<file path="src/rtl/rgb_layer_arbiter_pkg.sv">
// Shared definitions for the RGB layer arbiter: stream field positions,
// widths and a small sizing helper. The stream layout is
// {R,G,B,x[9:0],y[9:0],hs,vs,av}, i.e. 26 bits, MSB first.
package rgb_layer_arbiter_pkg;

    // Stream geometry
    localparam int STREAM_W = 26;
    localparam int RGB_W    = 3;

    // Field positions inside the stream word
    localparam int R_POS    = 25;
    localparam int G_POS    = 24;
    localparam int B_POS    = 23;
    localparam int X_MSB    = 22;
    localparam int X_LSB    = 13;
    localparam int Y_MSB    = 12;
    localparam int Y_LSB    = 3;
    localparam int HS_POS   = 2;
    localparam int VS_POS   = 1;
    localparam int AV_POS   = 0;

    // Everything below the colour field passes through untouched
    localparam int META_W   = B_POS;

    // Index width for a one-hot-to-index selector; never zero so that a
    // single-layer build still has a legal vector.
    function automatic int idx_width(input int n);
        return (n > 1) ? $clog2(n) : 1;
    endfunction

endpackage

</file>
<file path="src/rtl/rgb_prio_sel.sv">
// Combinational lowest-index-wins selector. A layer competes only when it
// both requests the pixel and is enabled; valid is low when nobody does.
module rgb_prio_sel
    import rgb_layer_arbiter_pkg::*;
#(
    parameter int N_LAYERS = 4,
    parameter int IDX_W    = idx_width(N_LAYERS)
) (
    input  logic [N_LAYERS-1:0] req,
    input  logic [N_LAYERS-1:0] en,
    output logic [IDX_W-1:0]    idx,
    output logic                valid
);

    logic [N_LAYERS-1:0] live;

    assign live = req & en;

    // Scan from the lowest priority upward so the lowest live index is the
    // last assignment and therefore wins.
    always_comb begin
        idx   = '0;
        valid = 1'b0;
        for (int i = N_LAYERS - 1; i >= 0; i--) begin
            if (live[i]) begin
                idx   = IDX_W'(i);
                valid = 1'b1;
            end
        end
    end

endmodule

</file>
<file path="src/rtl/rgb_layer_arbiter.sv">
// RGB layer arbiter: overlays the colour of the highest-priority enabled
// layer onto a 26-bit pixel stream with a fixed one-cycle latency.
// Layer enables are shadowed and only take effect at the frame boundary
// (vsync inactive-to-active edge); frame_tick marks that boundary pixel on
// the output.
// Optional feature macro: RGB_LAYER_COLLISION_EN -- when defined, per-frame
// collisions of layers 1..N-1 against layer 0 are accumulated and reported
// on collide at each boundary; when undefined, collide is tied to zero.
module rgb_layer_arbiter
    import rgb_layer_arbiter_pkg::*;
#(
    parameter int               N_LAYERS = 4,
    parameter logic [RGB_W-1:0] BG_RGB   = 3'b000,
    parameter logic             VS_POL   = 1'b0
) (
    input  logic                      clk,
    input  logic                      rst,
    input  logic [STREAM_W-1:0]       strIn,
    input  logic [N_LAYERS-1:0]       req,
    input  logic [RGB_W*N_LAYERS-1:0] layer_rgb,
    input  logic [N_LAYERS-1:0]       layer_en,
    output logic [STREAM_W-1:0]       strOut,
    output logic                      frame_tick,
    output logic [N_LAYERS-1:0]       collide
);

    localparam int IDX_W = idx_width(N_LAYERS);

    logic [N_LAYERS-1:0] en_sh;     // enables in force for the current frame
    logic                vs_prev;   // last seen vsync level
    logic                boundary;  // current input pixel opens a new frame
    logic                pix_av;
    logic [IDX_W-1:0]    sel_idx;
    logic                sel_vld;
    logic [RGB_W-1:0]    sel_rgb;
    logic [RGB_W-1:0]    pix_rgb;

    // The incoming colour bits are replaced, never forwarded.
    logic unused_in_rgb;
    assign unused_in_rgb = &{1'b0, strIn[R_POS:B_POS]};

    assign pix_av   = strIn[AV_POS];
    assign boundary = (strIn[VS_POS] == VS_POL) && (vs_prev != VS_POL);

    rgb_prio_sel #(
        .N_LAYERS (N_LAYERS),
        .IDX_W    (IDX_W)
    ) u_sel (
        .req   (req),
        .en    (en_sh),
        .idx   (sel_idx),
        .valid (sel_vld)
    );

    // Pick the winning layer colour, falling back to background; blanking
    // pixels are forced black whatever the layers request.
    always_comb begin
        sel_rgb = BG_RGB;
        for (int i = 0; i < N_LAYERS; i++) begin
            if (sel_vld && sel_idx == IDX_W'(i)) begin
                sel_rgb = layer_rgb[i*RGB_W +: RGB_W];
            end
        end
        pix_rgb = pix_av ? sel_rgb : '0;
    end

    // One-stage output pipeline: new colour, untouched position/sync bits.
    always_ff @(posedge clk or posedge rst) begin
        if (rst) begin
            strOut     <= '0;
            frame_tick <= 1'b0;
        end else begin
            strOut     <= {pix_rgb, strIn[META_W-1:0]};
            frame_tick <= boundary;
        end
    end

    // Vsync edge history; resets to the active level so a reset released
    // inside vsync does not produce a spurious boundary.
    always_ff @(posedge clk or posedge rst) begin
        if (rst) begin
            vs_prev <= VS_POL;
        end else begin
            vs_prev <= strIn[VS_POS];
        end
    end

    // Shadow enables: layer_en is only sampled on the boundary pixel.
    always_ff @(posedge clk or posedge rst) begin
        if (rst) begin
            en_sh <= '1;
        end else if (boundary) begin
            en_sh <= layer_en;
        end
    end

`ifdef RGB_LAYER_COLLISION_EN
    logic [N_LAYERS-1:0] acc;
    logic [N_LAYERS-1:0] hit;

    // A hit is layer i overlapping layer 0 on an active pixel, counted
    // whether or not layer i wins arbitration. Bit 0 never hits.
    always_comb begin
        hit = '0;
        for (int i = 1; i < N_LAYERS; i++) begin
            hit[i] = pix_av & req[0] & en_sh[0] & req[i] & en_sh[i];
        end
    end

    // Per-frame accumulator; the boundary clear takes precedence.
    always_ff @(posedge clk or posedge rst) begin
        if (rst) begin
            acc <= '0;
        end else if (boundary) begin
            acc <= '0;
        end else begin
            acc <= acc | hit;
        end
    end

    // Publish the finished frame's hits alongside frame_tick and hold them.
    always_ff @(posedge clk or posedge rst) begin
        if (rst) begin
            collide <= '0;
        end else if (boundary) begin
            collide <= acc;
        end
    end
`else
    assign collide = '0;
`endif

endmodule

</file>
<file path="config.mk">
export PLATFORM = sky130hd
export DESIGN_NAME = rgb_layer_arbiter
export DESIGN_NICKNAME = d
export VERILOG_FILES = /design/src/rtl/rgb_layer_arbiter_pkg.sv /design/src/rtl/rgb_prio_sel.sv /design/src/rtl/rgb_layer_arbiter.sv
export SDC_FILE = /design/constraint.sdc
export NUM_CORES = 1
export LEC_CHECK = 0
export ABC_AREA = 1
export BUFFER_PORTS_ARGS = -buffer_cell sky130_fd_sc_hd__clkbuf_2
export CAP_MARGIN = 20
export CORE_MARGIN = 10
export CORE_UTILIZATION = 35
export DETAILED_ROUTE_END_ITERATION = 12
export GPL_TIMING_DRIVEN = 0
export PLACE_DENSITY = 0.71
export RECOVER_POWER = 50
export SYNTH_ARGS = -nofsm -noshare
export SYNTH_HDL_FRONTEND = slang
export SYNTH_SLANG_ARGS = --single-unit
</file>
<file path="constraint.sdc">
create_clock -name clk -period 1.85 [get_ports clk]
set_input_delay 0.185 -clock clk [delete_from_list [all_inputs] [get_ports clk]]
set_output_delay 0.185 -clock clk [all_outputs]
set_load 0.1 [all_outputs]
</file>
---- Yosys cells after proc, flatten, opt, wreduce, memory -nomap -nowiden ----
Cells that the tools add are included.
storage, ports and cells
  flip-flop bits (word level) ............. 32
  bits of input ports ..................... 48
  memories ................................ 0
  output and inout bits ................... 31
  bits in writable memories ............... 0
  logic and storage cells ................. 28
  memory bits (read-only) ................. 0
  latch bits .............................. 0
operators by class
  multiplexer cells ....................... 13
  reductions and logical operators ........ 6
  $mul .................................... 0
  shift-type cells ........................ 0
  div/mod/pow operators ................... 0
  $lt $le $gt $ge ......................... 0
  eq/ne operators ......................... 3
  add/subtract/negate cells ............... 0
  bitwise gates (word level) .............. 2
operators with widths
  operator                                              count
  2-to-1 mux 3 bit                                      5
  2-to-1 mux 2 bit                                      4
  logical AND 1 bit                                     5
  AND 4 bit                                             1
  equality test 2 bit (second input constant)           2
  2-to-1 mux 1 bit                                      4
  equality test 2 x 1 -> 1 bit (second input constant)  1
  zero test 2 bit                                       1
  NOT 1 bit                                             1

---- Logic depth before layout (Yosys ltp) ----
  depth after elaboration ................. 12
  depth in mapped cells ................... 7
  mapped depth without buffers ............ 7

---- By module ----
A second synthesis with hierarchy kept.
unflattened totals
  cell total of the unflattened synthesis .. 94
  area, all modules ....................... 1,117.3 um2
modules (own cells, without submodules)
  module             instances  cells each  sequential area each (um2)  area an instance (um2)
  rgb_layer_arbiter  1          81          780.7                       1,054.8
  rgb_prio_sel       1          13          0.0                         62.6

---- Least setup slack after synthesis ----
OpenSTA, ideal clock, no wires.
  path type ............................... register to register
  from .................................... register en_sh[0]
  to ...................................... register strOut[25]
  data arrival time ....................... 967 ps
  stages on the path, launching flop included .. 8
  slack ................................... 766 ps
  buffers on the path ..................... 0
  data required time ...................... 1,733 ps
  cells stage by stage .................... dfstp_2 -> nand2_2 -> nand2_4 -> inv_2 -> nand2_2 -> inv_2 -> nor2_1 -> nor2_1
on the way
  word-level cells in the longest chain between the ends .. 9
ends and longest elaborated chain
  item                            RTL line                 source
  start, declared                 rgb_layer_arbiter.sv:29  logic [N_LAYERS-1:0] en_sh;
  start signal, assigned          rgb_layer_arbiter.sv:93  en_sh <= layer_en;
  AND 4 bit *                     rgb_prio_sel.sv:17       assign live = req & en;
  2-to-1 mux 2 bit                rgb_prio_sel.sv:25       if (live[i]) begin
  zero test 2 bit                 rgb_layer_arbiter.sv:60  if (sel_vld && sel_idx == IDX_W'(i)) begin
  logical AND 1 bit               rgb_layer_arbiter.sv:60
  2-to-1 mux 3 bit (3 in series)  rgb_layer_arbiter.sv:60
  2-to-1 mux 3 bit *              rgb_layer_arbiter.sv:60
  2-to-1 mux 3 bit *              rgb_layer_arbiter.sv:64  pix_rgb = pix_av ? sel_rgb : '0;
  net pix_rgb[2]                  rgb_layer_arbiter.sv:36  logic [RGB_W-1:0] pix_rgb;
  end signal, assigned            rgb_layer_arbiter.sv:73  strOut <= {pix_rgb, strIn[META_W-1:0]};
  end, declared                   rgb_layer_arbiter.sv:22  output logic [STREAM_W-1:0] strOut,
The timed path passes the listed nets; every way through them passes the cells marked *.
A chain may end at the register's enable or synchronous reset.

---- Worst setup path after layout ----
  from .................................... register strOut[1]
  to ...................................... output strOut[1]
No word-level cell between the ends.

==> flow_summary.yaml <==
run_status:
  outcome: "completed"
yosys:
  avgSynthCellArea_um2: 10.8
  synth-seq-cells: 31
  synth.distinct_cells: 13
  synthFlopType: "dfrtp_1"
  yosysTopAreaCell: "dfrtp_1"
  synth_seq_area_share: 0.719
  synth_top_area_frac: 0.622
  synthCells: 101
  synth_warnings: 0
  syn-cell-area_um2: 1090
  synth_edf_count: 0
  yosysMostFrequentCell: "nand2_1"
  synthTopCellsByArea: "dfrtp_1, nand2_1, dfstp_2"
  synth_commonest_cells: "nand2_1, dfrtp_1, inv_1"
  async_reset_ff_frac: 1.00
routing:
  dr.first_iter.drc_count: 28
  antenna_left: 0
  met2WireLength_um: 1920
  vias: 1006
  drt-met1-wl_um: 1090
  vias_per_cell: 4.17
  wl_per_cell_um: 13.7
  first_pass_iters: 5
  wl_met3_um: 217
  finalWirelength_um: 3300
  dr.max_layer_used: "met4"
  route.detailed.drc: 0
placement:
  gp_congestion: 0.831
  dpl_worst_slack_ps: 647
  dp_cells: 208
  portBuffers: 71
  place_hpwl_um: 2470
setup_path:
  cpMaxStageDelayCell: "clkbuf_2"
  critPathTopFamily: "buffers and inverters"
  path_buf_inv: 2
  cp.arrival_ps: 1230
  critPathKind: "reg -> out"
  cp_data_required_time_ps: 1660
  cpPeakStageDelay_ps: 450
  critPathMaxFanout: 2
  cp-start-kind: "register"
  worstSetupEndpointType: "primary output"
  path_cells: "buf_4, clkbuf_2"
clocking:
  cts_buffers: 5
  cts_root_buf: "clkbuf_4"
  cts.clk_slew.worst_paths_ps: 90
  post_cts_buffers: 0
  clkLatencyLatePin_ps: 310
  htreeDepth: 2
  cts_sinks: 31
  ctsResizeCount: 0
  cts_buffer_depth: 2
  hold_buffers: 22
  cts_tree: "yes"
global_routing:
  antenna_found_initial: 1
  grt_max_degree: 32
  track_usage: 0.125
  grt_pass1_vias: 1091
  grt_pass1_wl_um: 5180
  grt_overflow: 0
min_path:
  worstHoldPathType: "in -> reg"
sta:
  max-slew-margin-rel: 0.597
  period_share: 0.766
  setup_viol: 0
  clock.fmax_mhz: 705
  fin_crit_ps: 1420
  tns_ps: 0
  slew_violations: 0
  worst_pin_slew_ps: 605
  hold_viol_final: 0
  timing.hold.ws_ps: 48.9
  rsz0062_at_grt: "no"
  setup_ws_ps: 432
  skew_ps: 8.79
power:
  peakVddDrop_uv: 482
  pwr_density_cell_nw_per_um2: 908
  power.leakage_nw: 1.01
cells_and_area:
  drive_above_1_share: 0.425
  fin_cells: 241
  postLayoutCoreUtil: 0.592
  nNetsFinal: 254
  synthToLayoutAreaGrowth_pct: 63.6
die:
  start_util: 0.362
  die_w_um: 75.7
  fp.coreArea_um2: 3000
  rows: 20
  fp.dieH_um: 75.7
  num_io_pins: 79
  die_area_um2: 5730
flow_run:
  cap_viol_max_count: 0
routing by layer:
| layer | vias up | track usage |
|---|---|---|
| li1 | 501 | - |
| met1 | 461 | 0.103 |
| met2 | 40 | 0.251 |
| met3 | 4 | 0.0391 |
| met4 | 0 | 0.0722 |
| met5 | - | 0 |
registers in the layout, summed over array words and instances (netlist names):
name and flops:
en_sh 4, frame_tick 1, strOut 26
cells by family after synthesis:
logic type / share of synthesized area
AO/OA/AOI/OAI: 0.00460
AND/OR/NAND/NOR: 0.197
flip-flops: 0.719
buffers and inverters: 0.0760
other: 0.00345
cell usage in the layout (no fill, tap or decap), drive strengths merged:
cell type / instances
buf: 5
clkbuf: 79
clkinv: 1
conb: 4
dfrtp: 27
dfstp: 4
diode: 1
dlygate4sd3: 23
inv: 12
nand2: 36
nand3: 6
nand4: 1
nor2: 8
o21ai: 1
layout make-up:
cell class / count / area [um^2]
diodes: 1 / 2.50
plain buffers: 5 / 37.5
clock buffers: 7 / 45.0
clock inverters: 1 / 5.00
fillers: 272 / 1230
inverters: 12 / 45.0
multi-input cells: 56 / 234
flip-flops and latches: 31 / 781
well taps: 33 / 41.3
repair buffers: 95 / 586
where the power goes:
group | internal, mW | leakage (nW) | switching [mW]
logic | 0.119 | 0.616 | 0.393
clock network | 0.148 | 0.0293 | 0.205
registers | 0.730 | 0.363 | 0.0178
total | 0.997 | 1.01 | 0.616
final timing paths:
path	startpoint	endpoint	slack, ps	depth (start not counted)
worst max-delay path	strOut[1]$_DFF_PP0_	strOut[1]	430	2
worst min-delay path	strIn[0]	strOut[0]$_DFF_PP0_	50	1
worst max register to register	en_sh[0]$_DFFE_PP1P_	strOut[25]$_DFF_PP0_	680	7
worst min register to register	en_sh[1]$_DFFE_PP1P_	en_sh[1]$_DFFE_PP1P_	470	2
max in group asynchronous	rst	strOut[6]$_DFF_PP0_	680	4
min in group asynchronous	rst	strOut[5]$_DFF_PP0_	320	3
stage by stage:
stage	total power [mW]	area [um^2]
6_report	1.61	1780
5_1_grt	1.70	1780
4_1_cts	1.63	1760
3_5_place_dp	1.24	1490
3_3_place_gp	1.23	1490
2_1_floorplan	1.13	1100
(Power assumes the default switching activity.)
